### config.mk
export PLATFORM = sky130hd
export DESIGN_NAME = vga_pattern_sequencer
export DESIGN_NICKNAME = d
export VERILOG_FILES = /design/src/rtl/vga_pkg.sv /design/src/rtl/vga_key_sync.sv /design/src/rtl/vga_pattern_sequencer.sv
export SDC_FILE = /design/constraint.sdc
export NUM_CORES = 1
export LEC_CHECK = 0
export BUFFER_PORTS_ARGS = -buffer_cell sky130_fd_sc_hd__buf_2
export CORE_MARGIN = 2
export CORE_UTILIZATION = 50
export CTS_BUF_LIST = sky130_fd_sc_hd__clkbuf_4 sky130_fd_sc_hd__clkbuf_8
export DETAILED_ROUTE_END_ITERATION = 10
export PLACE_DENSITY = 0.91
export SLEW_MARGIN = 20
export SYNTH_ARGS = -nofsm -noshare
export SYNTH_HDL_FRONTEND = slang
export SYNTH_SLANG_ARGS = --single-unit
### constraint.sdc
create_clock -name iVGA_CLK -period 4.5 [get_ports iVGA_CLK]
set_input_delay 0 -clock iVGA_CLK [delete_from_list [all_inputs] [get_ports iVGA_CLK]]
set_output_delay 0 -clock iVGA_CLK [all_outputs]
set_load 0.05 [all_outputs]
### src/rtl/vga_pkg.sv
// Shared types and helpers for the VGA pattern sequencer slice.
package vga_pkg;
  localparam int RGB_W   = 10;
  localparam int COORD_W = 10;
  localparam int PIX_W   = 3 * RGB_W;
  localparam int MAX_PAT = 8;

  typedef enum logic {SHOW = 1'b0, BLANK = 1'b1} seq_state_t;

  // Pick pattern k's {R,G,B} word out of a bus padded to MAX_PAT sources.
  function automatic logic [PIX_W-1:0] rgb_slice(input logic [MAX_PAT*PIX_W-1:0] bus,
                                                 input logic [2:0] k);
    return bus[k*PIX_W +: PIX_W];
  endfunction
endpackage

### src/rtl/vga_key_sync.sv
// Multi-flop synchronizer; EDGE=1 turns the output into a falling-edge pulse.
module vga_key_sync #(
  parameter int   STAGES  = 2,
  parameter logic RST_VAL = 1'b0,
  parameter bit   EDGE    = 1'b0
) (
  input  logic iVGA_CLK,
  input  logic iRST_N,
  input  logic din,
  output logic dout
);
  logic [STAGES-1:0] sync_q, sync_d;

  always_comb begin
    sync_d[0] = din;
    for (int i = 1; i < STAGES; i++) sync_d[i] = sync_q[i-1];
  end

  always_ff @(posedge iVGA_CLK or negedge iRST_N)
    if (!iRST_N) sync_q <= {STAGES{RST_VAL}};
    else         sync_q <= sync_d;

  generate
    if (EDGE) begin : g_edge
      logic prev_q, prev_d;
      always_comb prev_d = sync_q[STAGES-1];
      always_ff @(posedge iVGA_CLK or negedge iRST_N)
        if (!iRST_N) prev_q <= RST_VAL;
        else         prev_q <= prev_d;
      assign dout = prev_q & ~sync_q[STAGES-1];
    end else begin : g_lvl
      assign dout = sync_q[STAGES-1];
    end
  endgenerate
endmodule

### src/rtl/vga_pattern_sequencer.sv
// Frame-aligned test-pattern selector with black-frame insertion between patterns.
// Optional fade-in after each switch is enabled by defining VGA_SEQ_FADE_EN.
module vga_pattern_sequencer
  import vga_pkg::*;
#(
  parameter int N_PAT        = 4,
  parameter int AUTO_FRAMES  = 300,
  parameter int BLANK_FRAMES = 1,
  parameter int SYNC_STAGES  = 2
) (
  input  logic                     iVGA_CLK,
  input  logic                     iRST_N,
  input  logic [COORD_W-1:0]       iVGA_X,
  input  logic [COORD_W-1:0]       iVGA_Y,
  input  logic [N_PAT*PIX_W-1:0]   iPAT_RGB,
  input  logic                     iKEY_N,
  input  logic                     iAUTO,
  output logic [RGB_W-1:0]         oRed,
  output logic [RGB_W-1:0]         oGreen,
  output logic [RGB_W-1:0]         oBlue,
  output logic [$clog2(N_PAT)-1:0] oPAT_SEL,
  output logic                     oBLANKING
);
  localparam int SEL_W = $clog2(N_PAT);
  localparam int DW    = $clog2(AUTO_FRAMES + 1);
  localparam int BW    = $clog2(BLANK_FRAMES + 1);

  logic key_press, auto_lvl;

  vga_key_sync #(.STAGES(SYNC_STAGES), .RST_VAL(1'b1), .EDGE(1'b1)) u_key (
    .iVGA_CLK(iVGA_CLK), .iRST_N(iRST_N), .din(iKEY_N), .dout(key_press));
  vga_key_sync #(.STAGES(SYNC_STAGES), .RST_VAL(1'b0), .EDGE(1'b0)) u_auto (
    .iVGA_CLK(iVGA_CLK), .iRST_N(iRST_N), .din(iAUTO), .dout(auto_lvl));

  seq_state_t             state_q, state_d;
  logic [SEL_W-1:0]       sel_q, sel_d, next_sel_q, next_sel_d;
  logic [BW-1:0]          blank_cnt_q, blank_cnt_d;
  logic [DW-1:0]          dwell_q, dwell_d;
  logic                   pending_q, pending_d;
  logic                   origin_q, origin_d;
  logic [PIX_W-1:0]       rgb_q, rgb_d;
  logic                   fs, take, auto_req;
  logic [MAX_PAT*PIX_W-1:0] pat_bus;
  logic [PIX_W-1:0]       src;
`ifdef VGA_SEQ_FADE_EN
  logic [1:0]             fade_q, fade_d;
`endif

  always_comb begin
    origin_d    = (iVGA_X == '0) && (iVGA_Y == '0);
    fs          = origin_d & ~origin_q;
    state_d     = state_q;
    sel_d       = sel_q;
    next_sel_d  = next_sel_q;
    blank_cnt_d = blank_cnt_q;
    dwell_d     = dwell_q;
    take        = 1'b0;
    auto_req    = 1'b0;
`ifdef VGA_SEQ_FADE_EN
    fade_d      = fade_q;
`endif
    case (state_q)
      SHOW: begin
        if (!auto_lvl) dwell_d = '0;
        else if (fs) begin
          if (dwell_q == DW'(AUTO_FRAMES - 1)) auto_req = 1'b1;
          else                                 dwell_d  = dwell_q + 1'b1;
        end
`ifdef VGA_SEQ_FADE_EN
        if (fs && fade_q != 2'd0) fade_d = fade_q - 2'd1;
`endif
        // Manual and auto requests at the same fs collapse into one advance.
        if (fs && (pending_q || auto_req)) begin
          take        = 1'b1;
          state_d     = BLANK;
          blank_cnt_d = BW'(BLANK_FRAMES - 1);
          next_sel_d  = (sel_q == SEL_W'(N_PAT - 1)) ? '0 : sel_q + 1'b1;
          dwell_d     = '0;
        end
      end
      BLANK: begin
        dwell_d = '0;
        if (fs) begin
          if (blank_cnt_q == '0) begin
            state_d = SHOW;
            sel_d   = next_sel_q;
`ifdef VGA_SEQ_FADE_EN
            fade_d  = 2'd3;
`endif
          end else begin
            blank_cnt_d = blank_cnt_q - 1'b1;
          end
        end
      end
      default: state_d = SHOW;
    endcase
    pending_d = (pending_q & ~take) | key_press;

    // Output is driven from next-state so data and oPAT_SEL move on the same edge.
    pat_bus                    = '0;
    pat_bus[N_PAT*PIX_W-1:0]   = iPAT_RGB;
    src                        = rgb_slice(pat_bus, 3'(sel_d));
`ifdef VGA_SEQ_FADE_EN
    src = {src[3*RGB_W-1:2*RGB_W] >> fade_d, src[2*RGB_W-1:RGB_W] >> fade_d,
           src[RGB_W-1:0] >> fade_d};
`endif
    rgb_d = (state_d == SHOW) ? src : '0;
  end

  always_ff @(posedge iVGA_CLK or negedge iRST_N)
    if (!iRST_N) begin
      state_q     <= SHOW;
      sel_q       <= '0;
      next_sel_q  <= '0;
      blank_cnt_q <= '0;
      dwell_q     <= '0;
      pending_q   <= 1'b0;
      origin_q    <= 1'b0;
      rgb_q       <= '0;
`ifdef VGA_SEQ_FADE_EN
      fade_q      <= 2'd0;
`endif
    end else begin
      state_q     <= state_d;
      sel_q       <= sel_d;
      next_sel_q  <= next_sel_d;
      blank_cnt_q <= blank_cnt_d;
      dwell_q     <= dwell_d;
      pending_q   <= pending_d;
      origin_q    <= origin_d;
      rgb_q       <= rgb_d;
`ifdef VGA_SEQ_FADE_EN
      fade_q      <= fade_d;
`endif
    end

  assign oRed      = rgb_q[3*RGB_W-1:2*RGB_W];
  assign oGreen    = rgb_q[2*RGB_W-1:RGB_W];
  assign oBlue     = rgb_q[RGB_W-1:0];
  assign oPAT_SEL  = sel_q;
  assign oBLANKING = (state_q == BLANK);
endmodule

==> flow_summary.toml <==
[timing]
hold_viol_final = 0
rsz0062_at_grt = "false"
tightest_slew_ns = 0.710
timing.fmax_mhz = 389
worst_slack_ns = 1.93
min_period_ns = 2.57
maxSlewViolCount = 0
skew_ns = 0.0129
fin_crit_sh_pct = 57.1
slew_headroom_pct = 52.7
tns_ns = 0
setup_viol = 0

[synthesis]
avgSynthCellArea_um2 = 7.73
synth_top_area_share_pct = 26.6
synthFlopType = "dfrtp_1"
syn_nets = 730
synth-seq-cells = 51
yosysUniqueCellTypes = 36
synth_area_um2 = 4520
syn_inst = 584
yosysWarnings = 0
async_reset_ff_share_pct = 100
synth_edf_count = 0
synth_top_area_cell = "dfrtp_1"
synth-seq-area-share_pct = 28.3
ys_top_cells_by_area = "dfrtp_1 (27%), nand2b_1 (17%), a311oi_1 (12%)"

[global_route]
grt_pass1_wl_um = 23500
antenna_found_initial = 0
overflow = 0
grt_pass1_vias = 5053
grt_max_degree = 83
grt_util_all_layers_pct = 28.7

[routing]
wl_per_cell_um = 18.0
drt_wl_total_um = 14800
first_pass_iters = 5
ant_nets = 0
routed-wl-met2_um = 7230
top_layer = "met4"
wl_met1_um = 5790
viasPerCell = 6.53
dr.first_iter.drc_count = 374
wl_met3_um = 1320
drc = 0
vias = 5358

[layout]
fill_cells = 752
syn2layout_area_growth_pct = 21.8
mostFrequentLayoutCell = "buf_2"
drive_gt1_share_pct = 28.9
nets = 858
antennaDiodeCount = 0
design_area_um2 = 5500
layout_common_cells = "buf_2 (175), nand2b_1 (121), nand2_1 (67), a311oi_1 (61)"

[floorplanning]
core-area_um2 = 8720
rows = 34
die_h_um = 99.0
io_pins = 177
dieArea_um2 = 9810
die_width_um = 99.0
start_util_pct = 51.8

[power_and_ir_drop]
power_switching_w = 0.000306
peakVddDrop_mv = 0.133
comb_power_share_pct = 22.9
internal_power_w = 0.000752
clkPwrFrac_pct = 31.7
power-per-cell-area_nw_per_um2 = 192
seqPwrFrac_pct = 45.5
leakagePower_nw = 2.27
swShare_pct = 29.0

[clock_network]
clkSinkCount = 51
clk_pin_slew_ns = 0.10
cts_tree = "yes"
clk_path_buf_depth = 2
ctsRootBufferMaster = "clkbuf_8"
htree_levels = 2
post-cts-setup-buffer-count = 0
clock_latency_ns = 0.31
cts-buffers-inserted = 5

[critical_path]
cp-start-kind = "input port"
crit_path_end_kind = "flop"
worstPathArrival_ns = 2.72
critical_path_class = "in -> reg"
worst-path-max-fanout = 60
cp.required_ns = 4.65

[worst_hold_path]
hold_class = "in -> reg"

[placed_design]
place.gp.congestion = 0.886
place_area_um2 = 5330
portBuffers = 176
dp_slack_ns = 1.81
dp_hpwl_um = 10100

[flow_run]
maxCapViolCount = 0

[status]
outcome = "finished clean"
path summary, 6_finish.rpt:
check | start | slack, ns | endpoint | depth (start not counted)
max | iVGA_X[1] | 1.93 | rgb_q[28] | 8
min | iPAT_RGB[110] | 0.01 | rgb_q[20] | 3
max reg2reg | dwell_q[0] | 2.00 | rgb_q[11] | 6
min reg2reg | u_key.sync_q[0] | 0.36 | u_key.sync_q[1] | 0
max in group asynchronous | iRST_N | 3.73 | next_sel_q[0] | 2
min in group asynchronous | iRST_N | 0.25 | rgb_q[12] | 2
cell usage after synthesis, drive strengths merged (2+ instances only):
master and count:
nand2b 121, nand2 68, a311oi 61, a211oi 60
a21oi 60, clkbuf 53, dfrtp 48, o22ai 31
buf 14, nor2 10, nand4 8, xor2 6
inv 5, nor4 5, mux2 4, and3 3
and4 3, dfstp 3, or4 3, ha 2
nor4bb 2, o211ai 2
through the flow:
step           util [%]  instances  total power [W]  hold slack (ns)
5_1_grt            63.0        821          0.00109           0.0242
3_5_place_dp       61.1        808         0.000727           0.0822
4_1_cts            63.0        821          0.00106          0.00250
3_3_place_gp       61.0        808         0.000717            0.109
2_1_floorplan         -        584         0.000608           -0.296
6_report           63.0        821          0.00106           0.0102
metal layers:
| metal | global-route usage, % | vias up |
|---|---|---|
| met3 | 6.17 | 45 |
| met4 | 11.1 | 0 |
| met2 | 49.0 | 311 |
| met1 | 35.4 | 2554 |
| li1 | - | 2448 |
| met5 | 0 | - |
timing repair:
item                      in CTS  in global routing
hold endpoints to repair      51                  0
resized for setup              0                  0
hold buffers                   5                  0
state kept, by name (all words and copies together), names as in the netlist:
signal and count:
origin_q 1, u_auto.sync_q 2, rgb_q 30, u_key.g_edge.prev_q 1, next_sel_q 2, oPAT_SEL 2, u_key.sync_q 2, oBLANKING 1
pending_q 1, dwell_q 9
cells by family after synthesis:
kind of cell,count (synthesis),share of synthesized area (%)
AND/OR/NAND/NOR,229,28.3
AO/OA/AOI/OAI,219,34.1
buffers and inverters,72,6.37
flip-flops,51,28.3
XOR/XNOR,6,1.16
multiplexers,5,1.22
adder cells (fa/ha/maj),2,0.554
critical path: stages:
cell and delay [ns]:
dlygate4sd3_1 0.54, buf_2 0.13, or4_4 0.44, nor3b_4 0.27, buf_4 0.57, a21oi_1 0.15
a311oi_1 0.43, o22ai_1 0.13
layout make-up:
cell class | count | area, µm² | share of cell area [%]
tap | 108 | 135 | 2.46
sequential | 51 | 1290 | 23.4
timing repair buffer | 188 | 986 | 17.9
inverter | 5 | 18.8 | 0.341
clock buffer | 7 | 83.8 | 1.52
clock inverter | 1 | 30.0 | 0.546
multi-input combinational | 461 | 2960 | 53.8
power by group through the flow:
stage               clock network [W]  registers (W)   logic, W
finish                       0.000335       0.000481   0.000242
global route                 0.000351       0.000482   0.000262
CTS                          0.000337       0.000481   0.000240
detailed placement                  0       0.000489   0.000237
global placement                    0       0.000490   0.000228
floorplan                           0       0.000538  0.0000694
Power figures use the tool's default switching activity.
